===== src/rtl/uart_tx_scheduler.sv =====
// Round-robin scheduler sharing one UART transmitter among NUM_REQ byte
// producers. Each granted byte is presented on tx_data with a one-cycle
// tx_start pulse. The frame is then timed internally, because the
// transmitter has no busy flag. A guard gap follows before the next grant.
module uart_tx_scheduler #(
  parameter int NUM_REQ      = 4,
  parameter int DATA_WIDTH   = 8,
  parameter int CLKS_PER_BIT = 16,
  parameter int FRAME_BITS   = 10,
  parameter int GUARD_CYCLES = 2
) (
  input  logic                            clk,
  input  logic                            prst,
  input  logic                            enable,
  input  logic [NUM_REQ-1:0]              req_valid,
  input  logic [NUM_REQ*DATA_WIDTH-1:0]   req_data,
  output logic [NUM_REQ-1:0]              req_ready,
  output logic [DATA_WIDTH-1:0]           tx_data,
  output logic                            tx_start,
  output logic                            busy,
  output logic [$clog2(NUM_REQ)-1:0]      grant_id,
  output logic [1:0]                      dbg_state
);

  localparam int IDX_W        = $clog2(NUM_REQ);
  localparam int FRAME_CYCLES = FRAME_BITS * CLKS_PER_BIT;
  localparam int CNT_W        = $clog2(FRAME_CYCLES);
  // START covers one cycle of the frame. WAIT counts the remaining cycles down to 0.
  localparam logic [CNT_W-1:0] FRAME_LOAD = CNT_W'(FRAME_CYCLES - 2);
  localparam logic [CNT_W-1:0] GUARD_LOAD =
    CNT_W'((GUARD_CYCLES > 0) ? (GUARD_CYCLES - 1) : 0);
  localparam logic [IDX_W:0]   NUM_REQ_W  = (IDX_W+1)'(NUM_REQ);

  typedef enum logic [1:0] {
    S_IDLE  = 2'd0,
    S_START = 2'd1,
    S_WAIT  = 2'd2,
    S_GUARD = 2'd3
  } state_e;

  state_e                 state_q, state_d;
  logic [CNT_W-1:0]       cnt_q, cnt_d;
  logic [IDX_W-1:0]       ptr_q, ptr_d;
  logic [IDX_W-1:0]       grant_q, grant_d;
  logic [DATA_WIDTH-1:0]  tx_data_q, tx_data_d;
  logic                   tx_start_q, tx_start_d;

  logic [NUM_REQ-1:0]     rot;
  logic [IDX_W:0]         sum;
  logic [IDX_W-1:0]       sel;
  logic                   sel_found;
  logic [DATA_WIDTH-1:0]  sel_byte;
  logic                   accept;

  // Rotate the valids so the pointer sits at bit 0. The lowest set bit then
  // gives the first requester found scanning upward from the pointer.
  always_comb begin
    rot       = NUM_REQ'({req_valid, req_valid} >> ptr_q);
    sum       = '0;
    sel_found = 1'b0;
    for (int k = NUM_REQ - 1; k >= 0; k--) begin
      if (rot[k]) begin
        sum       = {1'b0, ptr_q} + (IDX_W+1)'(k);
        sel_found = 1'b1;
      end
    end
    if (sum >= NUM_REQ_W) begin
      sum = sum - NUM_REQ_W;
    end
    sel = sum[IDX_W-1:0];
  end

  // Byte mux for the selected requester.
  always_comb begin
    sel_byte = '0;
    for (int k = 0; k < NUM_REQ; k++) begin
      if (sel == IDX_W'(k)) begin
        sel_byte = req_data[k*DATA_WIDTH +: DATA_WIDTH];
      end
    end
  end

  // Handshake: req_ready[i] is driven combinationally, and only in IDLE with
  // enable high. It is one-hot on the selected requester. A transfer happens on
  // the rising edge where req_valid[i] and req_ready[i] are both high. Valid
  // outside IDLE is ignored, and data is sampled only on that edge. The
  // reset-input term keeps ready low while reset is held.
  assign accept    = prst & enable & sel_found & (state_q == S_IDLE);
  assign req_ready = accept ? (NUM_REQ'(1) << sel) : '0;

  // Next-state and datapath decisions for the frame sequencer.
  always_comb begin
    state_d    = state_q;
    cnt_d      = cnt_q;
    ptr_d      = ptr_q;
    grant_d    = grant_q;
    tx_data_d  = tx_data_q;
    tx_start_d = 1'b0;
    case (state_q)
      S_IDLE: begin
        if (accept) begin
          tx_data_d  = sel_byte;
          grant_d    = sel;
          ptr_d      = (sel == IDX_W'(NUM_REQ - 1)) ? '0 : sel + 1'b1;
          tx_start_d = 1'b1;
          state_d    = S_START;
        end
      end
      S_START: begin
        cnt_d   = FRAME_LOAD;
        state_d = S_WAIT;
      end
      S_WAIT: begin
        if (cnt_q == '0) begin
          if (GUARD_CYCLES == 0) begin
            state_d = S_IDLE;
          end else begin
            cnt_d   = GUARD_LOAD;
            state_d = S_GUARD;
          end
        end else begin
          cnt_d = cnt_q - 1'b1;
        end
      end
      S_GUARD: begin
        if (cnt_q == '0) begin
          state_d = S_IDLE;
        end else begin
          cnt_d = cnt_q - 1'b1;
        end
      end
      default: begin
        state_d = S_IDLE;
      end
    endcase
  end

  // State, counter, pointer and output registers with asynchronous reset.
  always_ff @(posedge clk or negedge prst) begin
    if (!prst) begin
      state_q    <= S_IDLE;
      cnt_q      <= '0;
      ptr_q      <= '0;
      grant_q    <= '0;
      tx_data_q  <= '0;
      tx_start_q <= 1'b0;
    end else begin
      state_q    <= state_d;
      cnt_q      <= cnt_d;
      ptr_q      <= ptr_d;
      grant_q    <= grant_d;
      tx_data_q  <= tx_data_d;
      tx_start_q <= tx_start_d;
    end
  end

  assign tx_data   = tx_data_q;
  assign tx_start  = tx_start_q;
  assign grant_id  = grant_q;
  assign busy      = (state_q != S_IDLE);
  assign dbg_state = state_q;

endmodule


===== config.mk =====
export PLATFORM = sky130hd
export DESIGN_NAME = uart_tx_scheduler
export DESIGN_NICKNAME = d
export VERILOG_FILES = /design/src/rtl/uart_tx_scheduler.sv
export SDC_FILE = /design/constraint.sdc
export NUM_CORES = 1
export LEC_CHECK = 0
export CORE_UTILIZATION = 25
export CTS_BUF_LIST = sky130_fd_sc_hd__clkbuf_8
export DETAILED_ROUTE_END_ITERATION = 7
export SLEW_MARGIN = 0
export SYNTH_ARGS = -nofsm -noshare
export SYNTH_HDL_FRONTEND = slang
export SYNTH_SLANG_ARGS = --single-unit
export TNS_END_PERCENT = 100

===== constraint.sdc =====
create_clock -name clk -period 2.44 [get_ports clk]
set_input_delay 0.488 -clock clk [delete_from_list [all_inputs] [get_ports clk]]
set_output_delay 0.488 -clock clk [all_outputs]
set_load 0.02 [all_outputs]

Word level (Yosys, flattened, before mapping)
Cells that the tools add are included.
{ "totals": {"output_inout_bits": 18, "reg_bits": 23, "word_cells": 60} }
{ "op_classes": {"shifts": 2, "n_reduce_logical": 8, "bitwise_logic": 3, "n_mux": 24, "addsub": 6, "eq_ne": 10, "n_lt_le_gt_ge": 1} }
{ "ops": {"columns": ["cell", "n"], "rows": [
  ["$mux W8", 6],
  ["$pmux W8 S3", 1],
  ["$mux W3", 4],
  ["$mux W2", 5],
  ["$eq A2 B2 Y1 const B", 4],
  ["$logic_not A8 Y1", 1],
  ["$ne A2 B2 Y1 const B", 4],
  ["$pmux W2 S4", 1],
  ["$shr A8 B2 Y4", 1],
  ["$sub A8 B1 Y8 const B", 1],
  ["$add A2 B2 Y3 const B", 2],
  ["$mux W1", 6],
  ["$eq A2 B1 Y1 const B", 2],
  ["$logic_not A2 Y1", 2],
  ["$mux W4", 1],
  ["$reduce_and A2 Y1", 2],
  ["$shl A1 B2 Y4 const A", 1],
  ["$add A2 B1 Y3 const B", 1],
  ["$and A1 B1 Y1", 3],
  ["$ge A3 B3 Y1 const B", 1],
  ["$reduce_and A3 Y1", 1],
  ["$reduce_bool A3 Y1", 1],
  ["$add A2 B1 Y2 const B", 1],
  ["$reduce_bool A2 Y1", 1],
  ["$sub A2 B1 Y2 const B", 1]
]} }

Logic depth before layout (Yosys ltp)
Gate-level depths: netlist of run 1.
{ "depth": {"word_depth": 12, "ltp_mapped": 11, "mapped_depth_nobuf": 9} }

Least setup slack after synthesis of run 1
No wires, ideal clock.
{ "synth_timing": {"kind": "in2out", "startpoint": "input req_valid[3]", "endpoint": "output req_ready[3]", "path_stages": 7, "required_time_ns": 1.952, "setup_slack_ns": -0.266, "t_arrival_ns": 2.218, "path_cell_list": "inv_1 > a22o_1 > a211oi_1 > ha_1 > clkbuf_1 > clkbuf_1 > and2_1"} }
{ "synth_between": {"elab_chain_len": 9} }
{ "synth_lines": {"columns": ["item", "line", "text"], "rows": [
  ["start, declared", "15", "input logic [NUM_REQ-1:0] req_valid,"],
  ["$shr A8 B2 Y4 *", "58", "rot = NUM_REQ'({req_valid, req_valid} >> ptr_q);"],
  ["$mux W3 (3 in a row)", "62", "if (rot[k]) begin"],
  ["$mux W3 *", "62", null],
  ["$ge A3 B3 Y1 or $sub A2 B1 Y2 (tied branches)", "67, 68", null],
  ["$mux W2 *", "67", "if (sum >= NUM_REQ_W) begin"],
  ["named net sum[0]", "49", "logic [IDX_W:0] sum;"],
  ["$shl A1 B2 Y4 *", "89", "assign req_ready = accept ? (NUM_REQ'(1) << sel) : '0;"],
  ["$mux W4 *", "89", null],
  ["end, declared", "17", "output logic [NUM_REQ-1:0] req_ready,"]
]} }
Mark *: on every way through the listed nets, which the timed path passes. The rest lies on a longest branch.

Worst setup path in the final report of run 1
{ "layout_timing": {"startpoint": "input req_valid[3]", "endpoint": "output req_ready[3]"} }
{ "layout_between": {"elab_chain_len": 9} }
{ "layout_lines": {"columns": ["item", "line"], "rows": [
  ["$shr A8 B2 Y4 *", "58"],
  ["$mux W3 (4 in a row)", "62"],
  ["$ge A3 B3 Y1 or $sub A2 B1 Y2 (tied branches)", "67, 68"],
  ["$mux W2", "67"],
  ["$shl A1 B2 Y4", "89"],
  ["$mux W4 *", "89"]
]} }
Every way passes the cells marked *; elsewhere a longest branch is shown, timed or not.

==> run_results.csv, run 1 <==
group,metric,value,unit
status,run_status,"complete, no violations",
sta,maxSlewViolCount,0,
placed_design,dpl_cell_area,0.00226,mm²
clock_tree,numCtsBuffers,3,
grt,grt_overflow,0,
sta,post-route-period-util,96.3,%
pwr,leakage,1.00,nW
sta,hold_viol,0,
synth,yosys.area.top_type,"dfrtp_1",
synth,synth_edf_count,0,
final_layout,n_antenna_cell,0,
synth,synth_top_area_share,37.2,%
worst_setup_path,critPathLaunchType,"primary input",
worst_setup_path,crit_path_max_fanout,6,
worst_setup_path,cp_slowest_stage_delay,500,ps
placed_design,portBuffers,56,
synth,syn_area,0.00155,mm²
sta,max_freq,426,MHz
drt,vias_per_cell,4.75,
grt,grt_first_pass_wirelength,6.69,mm
floorplan,floorplan.initialDensity,26.0,%
sta,whs,509,ps
pwr,p_total,2.36,mW
synth,synth_top_family_by_area,"compound AO/OA/AOI/OAI gates",
clock_tree,htree_levels,1,
clock_tree,cts_sinks,23,
floorplan,die_x,80.7,µm
clock_tree,cts_hold_buffers,0,
final_layout,final_layout_size_suffix_gt1_share,16.7,%
sta,slew-limit-headroom,61.9,%
synth,async_flop_share,100,%
final_layout,final_area,0.00234,mm²
clock_tree,clock_latency,270,ps
grt,grt_use_total,13.6,%
sta,worstMarginPinSlew,569,ps
grt,antenna_found_initial,0,
floorplan,core,0.00596,mm²
synth,yosysMostFrequentCell,"a21oi_1",
synth,synth_fp_nets,233,
pwr,power_density,1010,mW/mm²
synth,synthFlopType,"dfrtp_1",
floorplan,fp.dieH,80.7,µm
drt,post_drt_wl_per_cell,12.6,µm
sta,finalClockSkew,2.84,ps
final_layout,final_cells,326,
synth,syn_area_per_cell,8.37,µm²
synth,synthTopCellsByArea,"dfrtp_1, a21oi_1, ha_1, o21ai_0, inv_1",
worst_setup_path,crit_path_end_kind,"primary output",
drt,dr.pass1.iters,4,
sta,timing.final.crit_period,2350,ps
placed_design,dpl.cell_count,320,
synth,synth_compound_area_share,26.6,%
synth,synth_mux_area_share,4.36,%
synth,ys_types,35,
pwr,ir_worst_vdd,0.585,mV
clock_tree,cts_tree,"done",
floorplan,design.portCount,57,
synth,synth-adder-area-share,7.27,%
drt,routed_wl,4.10,mm
synth,synth_simple_gate_area_share,15.4,%
sta,finalSetupViolCount,0,
synth,yosysSeqAreaShare,37.2,%
clock_tree,root_buffer,"clkbuf_8",
grt,grt_max_degree,25,
drt,drcViolationCount,0,
worst_setup_path,path_cells,"dlygate4sd2_1 > buf_4 > or4_4 > and4_4 > and2_1 > buf_2",
clock_tree,cts_buffer_depth,2,
synth,syn-instance-count,185,
floorplan,rows,28,
placed_design,hpwl,3.17,mm
floorplan,die_area,0.00651,mm²
worst_setup_path,critPathSlowestCell,"or4_4",
synth,synth-xor-area-share,0,%
job,max_cap_violations,0,
placed_design,gp_congestion,0.792,
synth,synth_warnings,0,
worst_setup_path,worst_ep_required_time,1950,ps
final_layout,nets,300,
drt,via_count,1549,
synth,ys_seq_elements,23,
synth,ys_top_cells_by_count,"a21oi_1, dfrtp_1, inv_1",
worst_setup_path,arrival,1860,ps
drt,first_iter_violations,62,
grt,grt_pass1_vias,1459,
worst_setup_path,path_class,"in2out",
clock_tree,clk_pin_slew,80,ps
drt,ant_nets,0,
final_layout,areaGrowthSynthToFinish,51.1,%
hold_path,hold_path_class,"reg2reg",
-- path summary, 6_finish.rpt --
path	from	to	slack, ps	cells after the start
worst min register to register	cnt_q[7]$_DFFE_PN0P_	cnt_q[7]$_DFFE_PN0P_	510	1
max in group asynchronous	prst	ptr_q[1]$_DFFE_PN0P_	1500	2
worst max register to register	ptr_q[0]$_DFFE_PN0P_	tx_data[7]$_DFFE_PN0P_	380	10
min in group asynchronous	prst	tx_data[5]$_DFFE_PN0P_	700	2
worst max-delay path	req_valid[3]	req_ready[3]	90	6
worst min-delay path	cnt_q[7]$_DFFE_PN0P_	cnt_q[7]$_DFFE_PN0P_	510	1
-- per-layer routing --
| metal | track usage (%) | wire [µm] | share of wire (%) | vias up |
|---|---|---|---|---|
| met1 | 17.8 | 1940 | 47 | 741 |
| li1 | - | - | - | 779 |
| met5 | 0 | 0 | 0 | - |
| met3 | 3.07 | 133 | 3.2 | 5 |
| met4 | 3.75 | 42 | 1.0 | 0 |
| met2 | 22.3 | 1980 | 48 | 24 |
-- power breakdown --
part	internal [mW]	leakage [nW]	switching, mW
sequential	0.531	0.264	0.102
clock	0.114	0.0255	0.132
combinational	0.724	0.712	0.760
total	1.37	1.00	0.994
-- cell type report --
| type | instances | area, µm² |
|---|---|---|
| Clock buffer | 3 | 41.3 |
| Tap cell | 75 | 93.8 |
| Inverter | 21 | 78.8 |
| Clock inverter | 1 | 5.00 |
| Fill cell | 625 | 3610 |
| Timing Repair Buffer | 73 | 682 |
| Sequential cell | 23 | 576 |
| Multi-Input combinational cell | 130 | 865 |
-- worst max-delay path, delay by kind of cell --
kind | cells | cell delay (ps)
simple gates | 3 | 840
buf+inv | 3 | 520
-- stage by stage --
stage          worst slack (ps)  utilization, %  setup TNS, ps
5_1_grt                   -4.79            39.3          -5.08
3_5_place_dp               -608            37.9          -3990
2_1_floorplan              8.51               -              0
6_report                   90.4            39.3              0
3_3_place_gp               -590            37.9          -3740
4_1_cts                    84.4            39.2              0
-- cell usage in the layout, fill, tap and decap left out, drive strengths merged, types with 2 or more instances in the layout --
cell	n
a22oi	8
inv	21
nand2	11
mux2	5
a22o	3
nand2b	3
nor2b	2
o21ai	18
and2	4
ha	9
dfrtp	23
buf	21
dlygate4sd2	4
nor2	13
nand3	3
clkbuf	3
a21oi	33
clkdlybuf4s50	48
nor3	3
-- state kept, by name, summed over array words and instances (netlist names) --
name	count
cnt_q	8
dbg_state	2
grant_id	2
ptr_q	2
tx_data	8
tx_start	1
-- timing repair --
action / in CTS / in global routing
pin swaps: 4 / 1
setup buffers: 1 / 1
hold endpoints to repair: 0 / 0
gates resized for setup: 34 / 0
endpoints found under the setup margin: 4 / 2
-- logic make-up (layout without fill, tap and decap cells) --
family / count (synthesis) / after routing
AOI/OAI and AO/OA: 70 / 70
muxes: 5 / 5
DFF: 23 / 23
adders and majority gates: 9 / 9
buffers and inverters: 32 / 98
and+or+nand+nor: 46 / 46
Note: power is estimated with default switching activity, not from simulation.
==> run 2, diff against run 1 <==
- PLACE_DENSITY: not set -> 0.59
==> run 2 against run 1 <==
Compared with the run above: clock power hardly changed; register-to-register slack better by 20 ps; first-iteration DRC count is 1.6% higher; combinational power hardly changed; via count is 1.2% lower; worst setup slack worse by 12 ps; clock skew hardly changed; critical path depth is 2 higher; design area is 1.3% lower; global-route usage is 0.33 points lower; highest routed layer unchanged.
==> run_results.csv, run 2 (synthesis gave the netlist of run 1 again) <==
group,metric,value,unit
pwr,power_frac_comb,62.2,%
placed_design,portBuffers,56,
worst_setup_path,critPathBufInv,3,
worst_setup_path,crit_path_max_fanout,4,
drt,vias_per_cell,4.73,
clock_tree,root_buffer,"clkbuf_8",
final_layout,nets,298,
final_layout,final_layout_size_suffix_gt1_share,16.5,%
drt,drcViolationCount,0,
final_layout,n_fill_cell,654,
drt,dr.pass1.iters,4,
floorplan,fp.dieH,80.7,µm
pwr,switching_share,42.3,%
drt,first_iter_violations,63,
grt,grt_max_degree,25,
sta,worstMarginPinSlew,593,ps
sta,slew-limit-headroom,60.3,%
worst_setup_path,path_class,"in2out",
clock_tree,htree_levels,1,
clock_tree,clock_latency,270,ps
worst_setup_path,cp_slowest_stage_delay,250,ps
job,max_cap_violations,0,
drt,routed_wl,4.10,mm
sta,hold_viol,0,
grt,grt_use_total,13.3,%
sta,post-route-worst-setup-slack,78.4,ps
drt,post_drt_wl_per_cell,12.7,µm
grt,grt_pass1_vias,1448,
worst_setup_path,r2r_setup_slack,400,ps
worst_setup_path,critPathLaunchType,"primary input",
status,run_status,"complete, no violations",
pwr,seq_power_share,27.4,%
pwr,power_switching,997,µW
drt,via_count,1531,
grt,antenna_found_initial,0,
final_layout,areaGrowthSynthToFinish,49.2,%
placed_design,hpwl,3.13,mm
drt,ant_nets,0,
worst_setup_path,worst_ep_required_time,1950,ps
floorplan,rows,28,
sta,maxSlewViolCount,0,
sta,post-route-period-util,96.8,%
clock_tree,cts_buffer_depth,2,
worst_setup_path,crit_path_end_kind,"primary output",
final_layout,seqCellArea,577,µm²
clock_tree,cts_sinks,23,
sta,timing.final.crit_period,2360,ps
pwr,p_int,1.36,mW
clock_tree,numCtsBuffers,3,
pwr,leakage,0.987,nW
sta,finalSetupViolCount,0,
final_layout,layout_common_cells,"clkdlybuf4s50_1, a21oi_1, dfrtp_1, inv_1, o21ai_0",
pwr,power_density,1020,mW/mm²
floorplan,die_x,80.7,µm
grt,grt_first_pass_wirelength,6.60,mm
pwr,ir_worst_vdd,0.473,mV
placed_design,dpl.cell_count,316,
worst_setup_path,arrival,1870,ps
placed_design,place_ws,-612,ps
sta,max_freq,423,MHz
final_layout,n_antenna_cell,0,
final_layout,mostFrequentLayoutCell,"clkdlybuf4s50_1",
floorplan,floorplan.initialDensity,26.0,%
clock_tree,clk_pin_slew,80,ps
placed_design,gp_congestion,0.800,
hold_path,hold_path_class,"reg2reg",
sta,setup_tns,0,ps
floorplan,die_area,0.00651,mm²
worst_setup_path,path_cells,"clkdlybuf4s15_1 > or2b_1 > a21oi_2 > a211oi_4 > buf_4 > ha_1 > and2_2 > buf_6",
floorplan,design.portCount,57,
final_layout,final_cells,324,
final_layout,multi_input_area,861,µm²
pwr,p_total,2.36,mW
clock_tree,cts_hold_buffers,0,
worst_setup_path,cpLargestDelayFamily,"buffers and inverters",
worst_setup_path,critPathSlowestCell,"or2b_1",
clock_tree,cts_tree,"done",
pwr,clockPowerShare,10.4,%
grt,grt_overflow,0,
floorplan,core,0.00596,mm²
sta,finalClockSkew,2.39,ps
sta,grt_setup_unrepaired,"no",
==> run 2: changes by cell type in the layout (fill, tap and decap cells not counted) <==
cell	delta
buf_6	-2
dlygate4sd2_1	-2
and2_2	+1
and2_4	-1
buf_2	+1
buf_4	-1
clkbuf_2	+1
clkdlybuf4s15_1	+1
dfrtp_1	-1
dfrtp_2	+1
ha_1	+1
ha_2	-1
==> run 2: cell type report <==
type / instances / share of cell area (%)
tap: 75 / 4.06
inverter: 21 / 3.41
clock inverter: 1 / 0.217
timing repair buffer: 71 / 28.3
multi-input combinational: 130 / 37.2
clock buffer: 3 / 1.79
sequential: 23 / 25.0
==> run 2: metrics by stage <==
step	utilization, %	instance area (µm²)	hold slack [ps]
after global routing	38.8	2310	548
after CTS	38.7	2300	525
after global placement	37.4	2230	487
after detailed placement	37.4	2230	500
after floorplan	-	1560	192
final	38.8	2310	520
==> run 2: worst register-to-register path, stage by stage, from the launching register on <==
cell	delay, ps
dfrtp_1	360
inv_1	70
a22o_1	270
a211oi_4	250
inv_1	100
ha_2	200
buf_4	190
a21oi_1	120
o21ai_0	100
a22oi_1	180
a21oi_1	90
==> run 2: routing by layer <==
layer / GRT usage (%) / part of all wire [%]
met3: 2.73 / 3.2
met2: 23.1 / 49
met1: 16.4 / 46
met4: 3.93 / 1.5
met5: 0 / 0
==> run 2: worst paths after layout <==
path / startpoint / to / cells past startpoint
hold reg to reg: grant_id[0]$_DFFE_PN0P_ / grant_id[0]$_DFFE_PN0P_ / 1
setup / recovery: req_valid[2] / req_ready[1] / 8
max in group asynchronous: prst / ptr_q[1]$_DFFE_PN0P_ / 2
hold / removal: grant_id[0]$_DFFE_PN0P_ / grant_id[0]$_DFFE_PN0P_ / 1
min in group asynchronous: prst / cnt_q[4]$_DFFE_PN0P_ / 2
setup reg to reg: ptr_q[0]$_DFFE_PN0P_ / tx_data[3]$_DFFE_PN0P_ / 10
==> run 2: repair_timing <==
action                                  4_1_cts  5_1_grt
setup buffers                                 3        1
endpoints found under the setup margin        4        3
endpoints found under the hold margin         0        0
gates resized for setup                      29        4
pin swaps                                     5        2
==> run 2: power groups by stage <==
stage	Combinational, mW	Sequential [mW]	Clock, mW
after CTS	1.47	0.646	0.254
after global placement	1.40	0.647	0
final	1.47	0.647	0.244
after floorplan	0.772	0.758	0
after global routing	1.62	0.670	0.276
after detailed placement	1.43	0.648	0
==> run 3, diff against run 2 <==
- SKIP_LAST_GASP: not set -> 1
==> results of run 3 <==
Final layout, timing and power as in run 2 (identical DEF).
